`src/rtl/midi_pkg.sv`:
```
// Shared constants and encodings for the MIDI note decoder slice.
package midi_pkg;

  localparam logic [3:0] ST_NOTE_OFF = 4'h8;
  localparam logic [3:0] ST_NOTE_ON  = 4'h9;
  localparam logic [3:0] ST_CC       = 4'hB;
  localparam logic [3:0] ST_PROG     = 4'hC;
  localparam logic [3:0] ST_CHPRESS  = 4'hD;

  localparam logic [6:0] CC_ALL_NOTES_OFF = 7'd123;

  typedef enum logic [2:0] {
    PS_IDLE    = 3'b001,
    PS_WAIT_D1 = 3'b010,
    PS_WAIT_D2 = 3'b100
  } parse_state_e;

  typedef enum logic [2:0] {
    RK_NONE,
    RK_NOTE_OFF,
    RK_NOTE_ON,
    RK_CC,
    RK_SKIP1,
    RK_SKIP2
  } run_kind_e;

  typedef enum logic [1:0] {
    BC_DATA,
    BC_CHAN_STATUS,
    BC_SYS_COMMON,
    BC_REALTIME
  } byte_class_e;

endpackage

```
`src/rtl/midi_byte_classify.sv`:
```
// Combinational classifier: byte class plus the running kind a status byte would select.
module midi_byte_classify
  import midi_pkg::*;
#(
  parameter logic [3:0] CHANNEL = 4'd0
) (
  input  logic [7:0]  byte_i,
  output byte_class_e cls_o,
  output run_kind_e   kind_o
);

  logic [3:0] hiNib;
  logic       chanMatch;

  assign hiNib     = byte_i[7:4];
  assign chanMatch = (byte_i[3:0] == CHANNEL);

  always_comb begin
    cls_o = BC_DATA;
    if (!byte_i[7])
      cls_o = BC_DATA;
    else if (hiNib != 4'hF)
      cls_o = BC_CHAN_STATUS;
    else if (byte_i[3])
      cls_o = BC_REALTIME;
    else
      cls_o = BC_SYS_COMMON;
  end

  // Program change / channel pressure carry one data byte regardless of channel.
  always_comb begin
    kind_o = RK_NONE;
    if (byte_i[7] && hiNib != 4'hF) begin
      if (hiNib == ST_PROG || hiNib == ST_CHPRESS)
        kind_o = RK_SKIP1;
      else if (chanMatch && hiNib == ST_NOTE_OFF)
        kind_o = RK_NOTE_OFF;
      else if (chanMatch && hiNib == ST_NOTE_ON)
        kind_o = RK_NOTE_ON;
      else if (chanMatch && hiNib == ST_CC)
        kind_o = RK_CC;
      else
        kind_o = RK_SKIP2;
    end
  end

endmodule

```
`src/rtl/midi_note_decoder.sv`:
```
// Serial-MIDI parser producing monophonic note_on/note_off strobes, gate, note and velocity.
module midi_note_decoder
  import midi_pkg::*;
#(
  parameter logic [3:0] CHANNEL   = 4'd0,
  parameter bit         RETRIGGER = 1'b1
) (
  input  logic       clk,
  input  logic       rst_b,
  input  logic [7:0] rx_data,
  input  logic       rx_valid,
  output logic       note_on,
  output logic       note_off,
  output logic       gate,
  output logic [6:0] note,
  output logic [6:0] velocity,
  output logic [7:0] drop_cnt
);

  byte_class_e  byteCls;
  run_kind_e    byteKind;
  parse_state_e state_q, state_d;
  run_kind_e    kind_q, kind_d;
  logic [6:0]   d1_q, d1_d;
  logic [6:0]   note_q, note_d;
  logic [6:0]   vel_q, vel_d;
  logic         gate_q, gate_d;
  logic         on_q, on_d;
  logic         off_q, off_d;
  logic [7:0]   drop_q, drop_d;
  logic [6:0]   dataByte;

  midi_byte_classify #(.CHANNEL(CHANNEL)) u_classify (
    .byte_i (rx_data),
    .cls_o  (byteCls),
    .kind_o (byteKind)
  );

  assign dataByte = rx_data[6:0];

  always_ff @(posedge clk or negedge rst_b) begin
    if (!rst_b) begin
      state_q <= PS_IDLE;
      kind_q  <= RK_NONE;
      d1_q    <= '0;
      note_q  <= '0;
      vel_q   <= '0;
      gate_q  <= 1'b0;
      on_q    <= 1'b0;
      off_q   <= 1'b0;
      drop_q  <= '0;
    end else begin
      state_q <= state_d;
      kind_q  <= kind_d;
      d1_q    <= d1_d;
      note_q  <= note_d;
      vel_q   <= vel_d;
      gate_q  <= gate_d;
      on_q    <= on_d;
      off_q   <= off_d;
      drop_q  <= drop_d;
    end
  end

  always_comb begin
    state_d = state_q;
    kind_d  = kind_q;
    d1_d    = d1_q;
    note_d  = note_q;
    vel_d   = vel_q;
    gate_d  = gate_q;
    on_d    = 1'b0;
    off_d   = 1'b0;
    drop_d  = drop_q;
    if (rx_valid) begin
      unique case (byteCls)
        BC_REALTIME: ;
        BC_SYS_COMMON: begin
          kind_d  = RK_NONE;
          state_d = PS_IDLE;
        end
        // Any channel status restarts the message, discarding a partial one.
        BC_CHAN_STATUS: begin
          kind_d  = byteKind;
          state_d = PS_WAIT_D1;
        end
        BC_DATA: begin
          unique case (state_q)
            PS_IDLE: begin
              if (drop_q != 8'hFF)
                drop_d = drop_q + 8'd1;
            end
            PS_WAIT_D1: begin
              d1_d    = dataByte;
              state_d = (kind_q == RK_SKIP1) ? PS_WAIT_D1 : PS_WAIT_D2;
            end
            PS_WAIT_D2: begin
              state_d = PS_WAIT_D1;
              if (kind_q == RK_NOTE_ON && dataByte != 7'd0) begin
                note_d = d1_q;
                vel_d  = dataByte;
                gate_d = 1'b1;
                on_d   = !gate_q || RETRIGGER;
              end else if (kind_q == RK_NOTE_OFF || kind_q == RK_NOTE_ON) begin
                if (gate_q && d1_q == note_q) begin
                  gate_d = 1'b0;
                  off_d  = 1'b1;
                end
              end else if (kind_q == RK_CC && d1_q == CC_ALL_NOTES_OFF && gate_q) begin
                gate_d = 1'b0;
                off_d  = 1'b1;
              end
            end
            default: state_d = PS_IDLE;
          endcase
        end
        default: ;
      endcase
    end
  end

  assign note_on  = on_q;
  assign note_off = off_q;
  assign gate     = gate_q;
  assign note     = note_q;
  assign velocity = vel_q;
  assign drop_cnt = drop_q;

endmodule

```
`config.mk`:
```
export PLATFORM = sky130hd
export DESIGN_NAME = midi_note_decoder
export DESIGN_NICKNAME = d
export VERILOG_FILES = /design/src/rtl/midi_pkg.sv /design/src/rtl/midi_byte_classify.sv /design/src/rtl/midi_note_decoder.sv
export SDC_FILE = /design/constraint.sdc
export NUM_CORES = 1
export LEC_CHECK = 0
export CAP_MARGIN = 20
export CORE_MARGIN = 8
export CORE_UTILIZATION = 46
export CTS_CLUSTER_DIAMETER = 120
export DETAILED_ROUTE_END_ITERATION = 12
export PLACE_DENSITY = 0.75
export SYNTH_ARGS = -nofsm -noshare
export SYNTH_HDL_FRONTEND = slang
export SYNTH_SLANG_ARGS = --single-unit
```
`constraint.sdc`:
```
create_clock -name clk -period 1.65 [get_ports clk]
set_input_delay 0.33 -clock clk [delete_from_list [all_inputs] [get_ports clk]]
set_output_delay 0.33 -clock clk [all_outputs]
set_load 0.005 [all_outputs]
```
==> results.txt <==
The horizontal die dimension is 80.6 um. STA classifies the critical path startpoint as an input port. The number of hold violations in the final report is 0. The latest clock arrival within the worst-skew pair came out at roughly 0.3 ns.

The clock transition time at the flip-flop clock pins of the worst setup and hold paths is roughly 0.080 ns. The required time at the worst-slack endpoint came out at between 1.5 and 2 ns. The die footprint came out at 6500 um^2.

The transition time at the pin with the least slew margin came out at 0.470 ns. Measured in cells, the most critical reg-to-reg path has a length of 5. The routed via count divided by cell count came out at between 5 and 6. The post-route clock period utilization came out at 1.01. The initial antenna violation count came out at 0. The violation count after the first detailed-routing iteration came out at just under 70. The height of the die came out at 80.6 um. The max-cap check violation count is 0. The worst setup path is of the in2reg kind. The total I/O pin count is 36. Counting every sink on the clock net gives 38.

The average size of a mapped cell came out at 11.9 um^2. The filler cells instantiated in the layout total roughly 270. The run finished, with violations left. The number of nets in the synthesized netlist is 175. The number of nets in the layout is 248. In this run the tightest slew margin relative to its limit is 0.684.

The hold-critical path depth came out at 2. The iteration count of the initial detailed-routing pass is 4. Compared with the post-synthesis result, the final layout area differs by 50.4%.

The leakage power summed over all cells came out at approximately 1.4 nW. The first-pass GRT wire length came out at between 8000 and 9000 um. The post-synthesis cell count came out at 161. Of all nets on the critical path, the largest fanout is 5. The number of rows created at floorplan is 23.

The data arrival time at the worst-slack endpoint came out at around 1.8 ns. 0 antenna diodes ended up in the layout. The fraction of the yosys area taken by sequential cells came out at 0.496. The combined flip-flop and latch cell area came out at 955 um^2. The fraction of layout instances using a drive strength above 1 is 0.400.

The least setup slack across all paths after layout came out at -0.00886 ns. The H-tree was split into 2 levels. Measured on the finished design, the core utilization comes to 0.722. The mapped cell area is about 1900 um^2.

The final reports fail on setup timing. During synthesis, Yosys emitted a total of 0 warnings. Of all flip-flops after synthesis, the portion carrying an async set or reset was 1.00. The total core area came out at 4000 um^2. Leaving out fill and tap cells, the most frequent cell in the layout is dfrtp_1. The HPWL after detailed placement came out at 3630 um. The overall track demand over capacity in global routing came out at 0.175.

The highest clock frequency the design can meet is approximately 600 MHz. The clock tree from TritonCTS is done. Input and output buffers added on the ports amount to 35.

On the final layout, the worst clock skew is 0.0140 ns. Routability-driven placement finished with a final weighted congestion of 0.895. Entering global routing, the biggest net connects 21 pins. The type of the tightest min-delay check is in2reg.

The kind of capture point of the worst setup path is a flip-flop. The area taken by multi-input logic gates came out at 1060 um^2. Among all flip-flop cells after synthesis, the most frequent one is dfrtp_1. Leaving out fill and tap cells, the most frequent cells in the layout are dfrtp_1 (35), buf_4 (27), clkdlybuf4s50_1 (26). Setup repair after global routing could not meet its margin everywhere. The routed design has about 5500 um of wire.

Dividing the detail-routed wire length by the instance count gives approximately 20 um. In this run the deepest clock path goes through 2 buffers. The register bit count reported by yosys is 38. The cell at the root of the clock tree is clkbuf_8. The number of global-route vias before repair came out at 1,731. The placement-stage worst setup slack came out at -0.697 ns.

IR analysis of the VDD net gives a maximum drop of ~0.86 mV. The remaining antenna violation count is 0. For the finished layout, the period the worst path requires is ~1.7 ns. The effective utilization at floorplan came out at 0.480. The CTS buffer count came out at 5. The routed layout has 1,604 vias. The number of design rule violations left after detail routing came out at 0. The distinct cell type count after synthesis is 41. The tightest hold margin came out at around 0.22 ns. The final count of pins violating max slew is 0. The residual overflow from global routing came out at 0.

The total power density per cell area came out at approximately 1100 nW/um^2. The final setup violation count is 8. Counting flops with a built-in enable in the synthesized netlist gives 0.
-- timing repair --
| item | 4_1_cts | 5_1_grt |
|---|---|---|
| pin swaps | 7 | 8 |
| hold buffers | 1 | 0 |
| gates cloned | 1 | 0 |
| endpoints found under the hold margin | 9 | 0 |
| resized for setup | 27 | 24 |
| setup buffers | 3 | 2 |
| setup endpoints to repair | 38 | 32 |
-- power breakdown --
group	switching [mW]	internal (mW)	total (mW)
Clock	0.339	0.645	0.983
Sequential	0.206	1.11	1.31
Combinational	0.402	0.518	0.920
Total	0.946	2.27	3.22
-- layer usage --
| layer | part of all wire | GRT usage | vias to the layer above |
|---|---|---|---|
| li1 | - | - | 731 |
| met1 | 0.41 | 0.198 | 807 |
| met2 | 0.51 | 0.296 | 51 |
| met3 | 0.051 | 0.0402 | 15 |
| met4 | 0.029 | 0.0964 | 0 |
| met5 | 0 | 0 | - |
-- synthesized netlist by cell type (all sizes together), types with 2 or more instances --
cell type	number	area, um^2
xnor2	8	70.1
nand2	11	41.3
nor3	4	30.0
a21oi	5	25.0
o21ai	4	20.0
dfrtp	37	926
nand4	3	33.8
nor2b	2	12.5
and2	2	12.5
nor2	9	33.8
ha	3	37.5
xor2	6	52.6
and3b	2	17.5
nand4b	2	17.5
nand2b	4	25.0
o41ai	2	17.5
and3	2	12.5
nor4	2	12.5
and2b	2	15.0
inv	6	22.5
nand3	5	25.0
mux2	23	297
a31oi	2	12.5
and4	2	18.8
-- registers in the layout, indices dropped and copies added, names as in the netlist --
register  flops
d1_q          7
drop_cnt      8
gate          1
kind_q        3
note          7
note_off      1
note_on       1
state_q       3
velocity      7
-- worst max-delay path: stages --
cell and delay [ns]:
buf_8 0.07, nand4_1 0.18, o21ai_2 0.22, ha_2 0.24, and3b_2 0.24, and2_4 0.19
o21ai_4 0.07, mux2_4 0.30
-- layout make-up --
class                      count  share of cell area
timing repair buffer          68               0.224
inverter                       6             0.00780
tap                           50              0.0217
clock inverter                 2              0.0208
sequential                    38               0.331
clock buffer                   6              0.0286
multi-input combinational    115               0.367
-- final timing paths --
| kind | from | endpoint | slack, ns |
|---|---|---|---|
| max | rx_data[6] | drop_cnt[1]$_DFFE_PN0P_ | -0.009 |
| min | rx_data[6] | kind_q[1]$_DFFE_PN0P_ | 0.22 |
| max reg2reg | kind_q[2]$_DFFE_PN0P_ | note[5]$_DFFE_PN0P_ | -0.009 |
| min reg2reg | velocity[6]$_DFFE_PN0P_ | velocity[6]$_DFFE_PN0P_ | 0.52 |
| max in group asynchronous | rst_b | state_q[0]$_DFFE_PN1P_ | 0.57 |
| min in group asynchronous | rst_b | note[6]$_DFFE_PN0P_ | 0.52 |
-- metrics by stage --
stage / total power [mW] / cells / setup TNS [ns] / instance area (um^2)
2_1_floorplan: 1.70 / 161 / -2.50 / 1980
5_1_grt: 3.38 / 285 / -1.24 / 2890
6_report: 3.22 / 285 / -0.0354 / 2890
3_3_place_gp: 2.07 / 270 / -19.67 / 2580
4_1_cts: 3.13 / 283 / 0 / 2810
3_5_place_dp: 2.13 / 270 / -21.65 / 2580
-- kinds of logic after synthesis --
| family | after synthesis | synth area share |
|---|---|---|
| buffers and inverters | 8 | 0.0195 |
| AOI/OAI and AO/OA | 23 | 0.0867 |
| muxes | 23 | 0.154 |
| and+or+nand+nor | 52 | 0.160 |
| DFF | 38 | 0.496 |
| adders and majority gates | 3 | 0.0195 |
| xor gates and xnor gates | 14 | 0.0638 |
Power figures use the tool's default switching activity.
